--- config.mk ---
export PLATFORM = sky130hd
export DESIGN_NAME = acc8_stage
export DESIGN_NICKNAME = d
export VERILOG_FILES = /design/src/rtl/acc8_pkg.sv /design/src/rtl/acc8_addsub.sv /design/src/rtl/acc8_stage.sv
export SDC_FILE = /design/constraint.sdc
export NUM_CORES = 1
export LEC_CHECK = 0
export ABC_CLOCK_PERIOD_IN_PS = 6250
export CAP_MARGIN = 15
export CORE_MARGIN = 2
export CORE_UTILIZATION = 35
export CTS_CLUSTER_DIAMETER = 200
export DETAILED_ROUTE_END_ITERATION = 10
export PLACE_DENSITY = 0.64
export SLEW_MARGIN = 30
export SYNTH_ARGS = -nofsm -noshare
export SYNTH_HDL_FRONTEND = slang
export SYNTH_SLANG_ARGS = --single-unit
--- constraint.sdc ---
create_clock -name CLK -period 6.25 [get_ports CLK]
set_input_delay 1.25 -clock CLK [delete_from_list [all_inputs] [get_ports CLK]]
set_output_delay 1.25 -clock CLK [all_outputs]
set_load 0.01 [all_outputs]
--- src/rtl/acc8_pkg.sv ---
// Shared types and defaults for the acc8 accumulate stage.
// The saturating build is selected with ACC8_SATURATE_EN (see acc8_addsub).
package acc8_pkg;

  typedef enum logic [1:0] {
    StIdle  = 2'd0,
    StAccum = 2'd1,
    StHold  = 2'd2
  } state_e;

  localparam int unsigned NDefault = 4;
  localparam int unsigned WDefault = 10;

  // Counter must be able to hold the value N itself.
  function automatic int unsigned cnt_width(input int unsigned n);
    return $clog2(n + 1);
  endfunction

  localparam int unsigned CntWDefault = cnt_width(NDefault);

endpackage

--- src/rtl/acc8_addsub.sv ---
// Combinational add/subtract of an 8-bit operand into a W-bit accumulator.
// Define ACC8_SATURATE_EN to clamp at 0 / 2^W-1 instead of wrapping.
module acc8_addsub
  import acc8_pkg::*;
#(
  parameter int unsigned W = WDefault
) (
  input  logic [W-1:0] acc_i,
  input  logic [7:0]   opnd_i,
  input  logic         sub_i,
  output logic [W-1:0] nxt_o
);

  logic [W-1:0] ext;
  logic [W-1:0] opb;

  assign ext = W'(opnd_i);
  // Subtract is acc + ~I + 1, with the +1 supplied as carry-in.
  assign opb = sub_i ? ~ext : ext;

`ifdef ACC8_SATURATE_EN
  logic [W:0] raw;

  assign raw = {1'b0, acc_i} + {1'b0, opb} + {{W{1'b0}}, sub_i};

  // Carry out on add means overflow; no carry out on subtract means borrow.
  always_comb begin
    if (!sub_i && raw[W]) begin
      nxt_o = '1;
    end else if (sub_i && !raw[W]) begin
      nxt_o = '0;
    end else begin
      nxt_o = raw[W-1:0];
    end
  end
`else
  assign nxt_o = acc_i + opb + W'(sub_i);
`endif

endmodule

--- src/rtl/acc8_stage.sv ---
// Accumulates N signed-by-SUB operands into a W-bit result with valid/ready handshakes.
// Saturating arithmetic when ACC8_SATURATE_EN is defined, wrapping otherwise.
module acc8_stage
  import acc8_pkg::*;
#(
  parameter int unsigned N = NDefault,
  parameter int unsigned W = WDefault
) (
  input  logic         CLK,
  input  logic         ASYNCRESETN,
  input  logic [7:0]   I,
  input  logic         SUB,
  input  logic         I_VALID,
  output logic         I_READY,
  input  logic         CLR,
  output logic [W-1:0] O,
  output logic         O_VALID,
  input  logic         O_READY
);

  localparam int unsigned    CntW    = cnt_width(N);
  localparam logic [CntW-1:0] CntLast = CntW'(N);

  state_e          state_q, state_d;
  logic [W-1:0]    acc_q, acc_d;
  logic [W-1:0]    o_q, o_d;
  logic [CntW-1:0] cnt_q, cnt_d;
  logic            ov_q, ov_d;

  logic            rdy;
  logic            accept;
  logic            fresh;
  logic [W-1:0]    base;
  logic [W-1:0]    sum;
  logic [CntW-1:0] cnt_inc;

  always_comb begin
    case (state_q)
      StHold:  rdy = O_READY;
      default: rdy = 1'b1;
    endcase
  end

  // Held low while in reset so nothing upstream sees a ready in that window.
  assign I_READY = ASYNCRESETN & rdy;
  assign accept  = I_VALID & rdy;

  // From IDLE or HOLD an accepted operand opens a new accumulation from zero.
  assign fresh   = (state_q != StAccum);
  assign base    = fresh ? '0 : acc_q;
  assign cnt_inc = fresh ? CntW'(1) : cnt_q + 1'b1;

  acc8_addsub #(
    .W(W)
  ) u_addsub (
    .acc_i  (base),
    .opnd_i (I),
    .sub_i  (SUB),
    .nxt_o  (sum)
  );

  always_comb begin
    state_d = state_q;
    acc_d   = acc_q;
    cnt_d   = cnt_q;
    o_d     = o_q;
    ov_d    = ov_q;
    if (CLR) begin
      state_d = StIdle;
      acc_d   = '0;
      cnt_d   = '0;
      o_d     = '0;
      ov_d    = 1'b0;
    end else if (accept) begin
      // An accept in HOLD implies O_READY, so the held result is consumed too.
      acc_d = sum;
      cnt_d = cnt_inc;
      if (cnt_inc == CntLast) begin
        state_d = StHold;
        o_d     = sum;
        ov_d    = 1'b1;
      end else begin
        state_d = StAccum;
        o_d     = '0;
        ov_d    = 1'b0;
      end
    end else if (state_q == StHold && O_READY) begin
      state_d = StIdle;
      acc_d   = '0;
      cnt_d   = '0;
      o_d     = '0;
      ov_d    = 1'b0;
    end
  end

  always_ff @(posedge CLK or negedge ASYNCRESETN) begin
    if (!ASYNCRESETN) begin
      state_q <= StIdle;
      acc_q   <= '0;
      cnt_q   <= '0;
      o_q     <= '0;
      ov_q    <= 1'b0;
    end else begin
      state_q <= state_d;
      acc_q   <= acc_d;
      cnt_q   <= cnt_d;
      o_q     <= o_d;
      ov_q    <= ov_d;
    end
  end

  assign O       = o_q;
  assign O_VALID = ov_q;

endmodule
==> metrics.md <==
| Metric | Value |
|---|---|
| Synth cell types | 45 |
| First drt pass iteration count | 4 |
| Part of the power in registers | 0.479 |
| Die Y | 72.72 um |
| Worst setup EP type | output port |
| Tmin final | 3978 ps |
| Hold Buf Count CTS | 0 |
| Buf/Inv on CP | 3 |
| Crit path cell chain | clkdlybuf4s50_1 -> buf_4 -> nor2b_1 -> clkdlybuf4s50_1 |
| Number of enable flip-flop cells after synthesis | 0 |
| Sw Ratio | 0.2947 |
| Reg2reg setup slack | 3530 ps |
| Worst slew pin tran | 930.0 ps |
| Fmax | 251.4 MHz |
| Cell accounting for the most synthesized area | dfrtp_1 |
| Postcts setup bufs | 0 |
| Hold path cells | 2 |
| Initial DRC Count | 54 |
| CTS H-Tree Depth | 1 |
| Critical path class | in -> out |
| Clk Latency, worst-skew pair | 270 ps |
| WL/cell | 14.11 um |
| Power Internal | 0.0002556 W |
| Critical path required time | 5000 ps |
| I/O Pins | 26 |
| Total core area | 0.004629 sq mm |
| Initial core utilization | 0.3570 |
| Seq/Total Area, Yosys | 0.3785 |
| Post-route setup TNS | 0 ps |
| Fin. Hold Viols | 0 |
| Mean number of vias per cell | 5.340 |
| Final HPWL DP | 2560 um |
| Clk network pwr share | 0.269 |
| Synth async-reset ratio | 1.000 |
| Root Buffer Master | clkbuf_8 |
| Mapped cell area | 0.001653 sq mm |
| Overflow after GRT | 0 |
| Highest-count cells in the layout ignoring fill and taps | dfrtp_1, clkdlybuf4s50_1, nand2_1 |
| DRC | 0 |
| Leak | 0.9284 nW |
| Crit-path max cell delay | 530 ps |
| Clock sinks | 25 |
| Status | finished clean |
| Antenna Nets Post-Route | 0 |
| Setup crit end | I_READY |
| WL final | 3486 um |
| Fin. max-slew vios | 0 |
| Cell mode on critical path | clkdlybuf4s50_1 |
| Cells after Synth | 166 |
| IO buf count | 25 |
| Worst Path Max Fanout | 26 |
| Fillers | 473 |
| Clock Path Buffers | 2 |
| Final clock skew | 5.337 ps |
| Final cycle utilization of the critical path | 0.6365 |
| Worst path depth | 4 |
| Synth top area share | 0.3785 |
| Switching pwr | 0.0001068 W |
| Final setup vio count | 0 |
| Fin area | 0.002017 sq mm |
| Layout cells sized above 1 | 0.1140 |
| Worst-path clk slew | 90 ps |
| Horiz. Die Dim | 72.72 um |
| Routability Congestion | 0.7830 |
| Ys flop type | dfrtp_1 |
| Reg-to-Reg Start | state_q[0] |
| Die area | 0.005288 sq mm |
| R2R depth | 10 |
| FP Rows | 25 |
| YS warnings | 0 |
| Syn nets | 190 |
| Worst Hold Class | reg -> reg |
| Combinational power share | 0.253 |
| Leading post-synthesis cells by cell area | dfrtp_1, ha_1, xor2_1 |
| Number of global-route vias before repair | 1,257 |
| Post_cts resized | 0 |
| Worst path top cell family by delay | buffers and inverters |
| Area Overhead vs Synth | 22.03% |
| Pin count of the biggest net entering global routing | 27 |
| CP max stage cell | clkdlybuf4s50_1 |
| Initial antenna violation count | 0 |
| Seq cells post-synth | 25 |
| Global-route wire length before repair | 5913 um |
| Max VDD drop | 82.19 uV |
| Unrepaired setup endpoints after global routing | false |
| PwrDens | 179.6 mW/mm^2 |
| CP Launch Type | input port |
| Hold Slack | 482.3 ps |
| CP arrival | 2730 ps |
| N_diodes | 0 |
| CTS Buf Count | 3 |
| Final Util | 0.4357 |
| Worst reg2reg path endpoint | O[8] |
| Placement Cell Area | 0.001971 sq mm |
| Mapped Avg Cell Area | 9.957 sq um |
| GRT Util Overall | 0.1434 |
| Via count | 1,319 |
| Worst setup path startpoint | ASYNCRESETN |
| # nets final | 218 |
| Max Cap Viol | 0 |
| TritonCTS clock tree | built |
| Max-slew headroom | 0.3777 |
-- registers in the layout, indices dropped and copies added (netlist names) --
name,flops
O_VALID,1
state_q,1
O,10
cnt_q,3
acc_q,10
-- how the worst min path moves through the flow --
stage | to | slack [ps] | start
after floorplan | acc_q[6] | 440 | acc_q[6]
final | acc_q[7] | 480 | acc_q[7]
after global placement | acc_q[7] | 460 | acc_q[7]
after global routing | O[4] | 510 | O[4]
after detailed placement | acc_q[7] | 460 | acc_q[7]
after CTS | acc_q[7] | 480 | acc_q[7]
-- tightest hold or removal path: cells and delay by family (launching register included) --
kind	cells	cell delay, ps
compound gates	1	60
flops	1	350
simple gates	1	40
-- power groups by stage --
stage | Clock (W) | Combinational [W] | Sequential (W)
floorplan | 0 | 0.0000641 | 0.000176
global placement | 0 | 0.0000911 | 0.000176
detailed placement | 0 | 0.0000914 | 0.000177
CTS | 0.0000999 | 0.0000925 | 0.000174
global route | 0.000106 | 0.000103 | 0.000175
finish | 0.0000974 | 0.0000916 | 0.000173
-- layer usage --
metal  track usage  wire length [um]  up-vias
met2        0.2192              1599       21
li1              -                 -      654
met5             0                 0        -
met4       0.04321                38        0
met1        0.2075              1736      640
met3       0.02486               111        4
-- Yosys cell counts (2+ instances only) --
master	count
a21o_1	2
a211o_1	2
ha_1	9
and2_1	8
nand2b_1	2
nor2b_1	4
o21ai_0	11
a22o_1	8
nand2_1	22
buf_2	3
a21oi_1	4
xnor2_1	4
nand3_1	3
nor2_1	9
xor2_1	12
a32o_1	4
dfrtp_1	25
o22ai_1	2
o21a_1	2
mux2i_1	4
inv_1	2
-- cells by family after synthesis --
logic type               count (synthesis)  synth area share
AO/OA/AOI/OAI                           45            0.2127
XOR/XNOR                                16           0.08478
adder cells (fa/ha/maj)                 10           0.08024
buffers and inverters                    8           0.02271
flip-flops                              25            0.3785
multiplexers                             5           0.03104
AND/OR/NAND/NOR                         57            0.1900
-- per-stage QoR --
stage / power [W] / setup WS [ps] / instances
after floorplan: 0.0002398 / 2836 / 166
after global placement: 0.0002676 / 2131 / 243
after detailed placement: 0.0002681 / 2066 / 243
after CTS: 0.0003659 / 2232 / 247
after global routing: 0.0003832 / 2140 / 247
final: 0.0003623 / 2272 / 247
-- area by class of cell --
class	count	area [sq um]	area share
tap	54	67.56	0.03350
clock inverter	1	5.005	0.002481
clock buffer	3	41.29	0.02047
timing repair buffer	29	280.3	0.1390
multi-input combinational	133	989.7	0.4907
sequential	25	625.6	0.3102
inverter	2	7.507	0.003722
Note: power is estimated with default switching activity, not from simulation.
==> variant (same settings) <==
Take the reset off `o_q` and load it in a clocked block of its own.
--- a/src/rtl/acc8_stage.sv
+++ b/src/rtl/acc8_stage.sv
@@ -98,15 +98,17 @@
       state_q <= StIdle;
       acc_q   <= '0;
       cnt_q   <= '0;
-      o_q     <= '0;
       ov_q    <= 1'b0;
     end else begin
       state_q <= state_d;
       acc_q   <= acc_d;
       cnt_q   <= cnt_d;
-      o_q     <= o_d;
       ov_q    <= ov_d;
     end
+  end
+
+  always_ff @(posedge CLK) begin
+    o_q <= o_d;
   end
 
   assign O       = o_q;
Behaviour: not the same (Yosys sat finds a counterexample within 10 cycles, from zero or initial values and one cycle with ASYNCRESETN low; the reset may be asserted at any time).
==> variant against the original RTL <==
Core utilization up 1.7 points; total power down 3.7%; first-iteration DRC count is 19% lower; setup slack improved by 0.083 ns; clock skew decreased by 0.0011 ns; via count decreased by 7.2%; cell area is 9.0% lower; final cell count fell by 6.9%; wire length fell by 1.2%; sequential cell count unchanged; area after synthesis shrank 9.0%; maximum frequency rose by 2.1%; hold slack worse by 0.0099 ns; die area down 8.5%; highest routed layer unchanged.
==> variant: results (changes against the original RTL) <==
* Post-DP HPWL at 2530 um (was 2560 um)
* Via count at 1,224 (was 1,319)
* Reg2reg path depth at 8 (was 10)
* Largest cells by area after synthesis: dfrtp_1, dfxtp_1, xor2_1 (was dfrtp_1, ha_1, xor2_1)
* Internal reg-to-reg setup slack at 3.77 ns (was 3.53 ns)
* Layout cells sized above 1 at 6.11% (was 11.4%)
* 1st-iter DRT viols at 44 (was 54)
* Met2 usage in global routing at 24.9% (was 21.9%)
* Worst vdd ir at 0.108 mV (was 0.0822 mV)
* Pin count of the biggest net entering global routing at 26 (was 27)
* Final wirelength at 3450 um (was 3490 um)
* Global Route met3 Usage at 2.76% (was 2.49%)
* GP Congestion at 0.752 (was 0.783)
* Placed inst area at 1790 sq um (was 1970 sq um)
* Wire length on met1 at 1690 um (was 1740 um)
* Post-Synth XOR/XNOR Area at 9.90% (was 8.48%)
* Synth Net Count at 180 (was 190)
* CP Max Fanout at 16 (was 26)
* Met3 wire len at 156 um (was 111 um)
* Yosys cell types at 39 (was 45)
* Clock Power Share at 27.8% (was 26.9%)
* Worst endpoint data arrival time at 2.65 ns (was 2.73 ns)
* Placed Instances at 226 (was 243)
* Met2 routed WL at 1590 um (was 1600 um)
* Post-synthesis mux area share at 0% (was 3.10%)
* Worst min-delay path startpoint: acc_q[2] (was acc_q[7])
* Grt met1 use at 19.7% (was 20.7%)
* Avg WL per Cell at 15.0 um (was 14.1 um)
* Reg power frac at 49.6% (was 47.9%)
* Asr flop ratio synth at 60.0% (was 100%)
* Vias in the first global route at 1,284 (was 1,257)
* Slew of the pin with the lowest slew margin at 0.700 ns (was 0.930 ns)
* Part of the Yosys area used for sequential elements at 38.3% (was 37.9%)
* NetSw at 0.100 mW (was 0.107 mW)
* First-pass GRT wire length at 5860 um (was 5910 um)
* Clock skew at 0.00421 ns (was 0.00534 ns)
* Setup Fix Bufs, Post-CTS at 0 (unchanged)
* Synth Instances at 156 (was 166)
* RR Startpoint: O_VALID (was state_q[0])
* Hold_ws at 0.472 ns (was 0.482 ns)
* Synth Area in Adders at 8.82% (was 8.02%)
* Fmax at 0.257 GHz (was 0.251 GHz)
* LEAKAGE at 0.803 nW (was 0.928 nW)
* Reg2reg end: acc_q[9] (was O[8])
* Synth Area in Compound Gates at 22.3% (was 21.3%)
* Final nets at 205 (was 218)
* Commonest cells in the netlist: nand2_1, dfrtp_1, xor2_1 (was dfrtp_1, nand2_1, xor2_1)
* Hold Path Sink: acc_q[2] (was acc_q[7])
* DP Worst Slack at 2.34 ns (was 2.07 ns)
* Clock transition at path regs at 0.09 ns (about the same)
* CTS resizes at 0 (unchanged)
* Pwr/cell area at 190 nW/um^2 (was 180 nW/um^2)
* Outcome: finished clean (unchanged)
* Global Route Usage Sum at 14.6% (was 14.3%)
* Clk root buf: clkbuf_8 (unchanged)
-- variant: changes by cell type after synthesis, sizes merged, moves of 3 or more --
cell	change
a211o	-3
a21oi	+3
dfrtp	-10
dfxtp	+10
mux2i	-4
nand2	-4
nand3	-3
nor2	-3
nor2b	-3
-- variant: area by class of cell --
cell class | instances | area [sq um]
flip-flops and latches | 25 | 576
clock inverters | 1 | 5.00
clock buffers | 3 | 41.3
inverters | 3 | 11.3
well taps | 50 | 62.6
repair buffers | 26 | 258
fillers | 391 | 2220
multi-input cells | 122 | 882
-- variant: worst max path at each step --
stage	from	endpoint	cells after the start
6_report	ASYNCRESETN	I_READY	4
4_1_cts	ASYNCRESETN	I_READY	4
5_1_grt	ASYNCRESETN	I_READY	4
3_3_place_gp	ASYNCRESETN	I_READY	4
3_5_place_dp	ASYNCRESETN	I_READY	4
2_1_floorplan	SUB	acc_q[9]	8
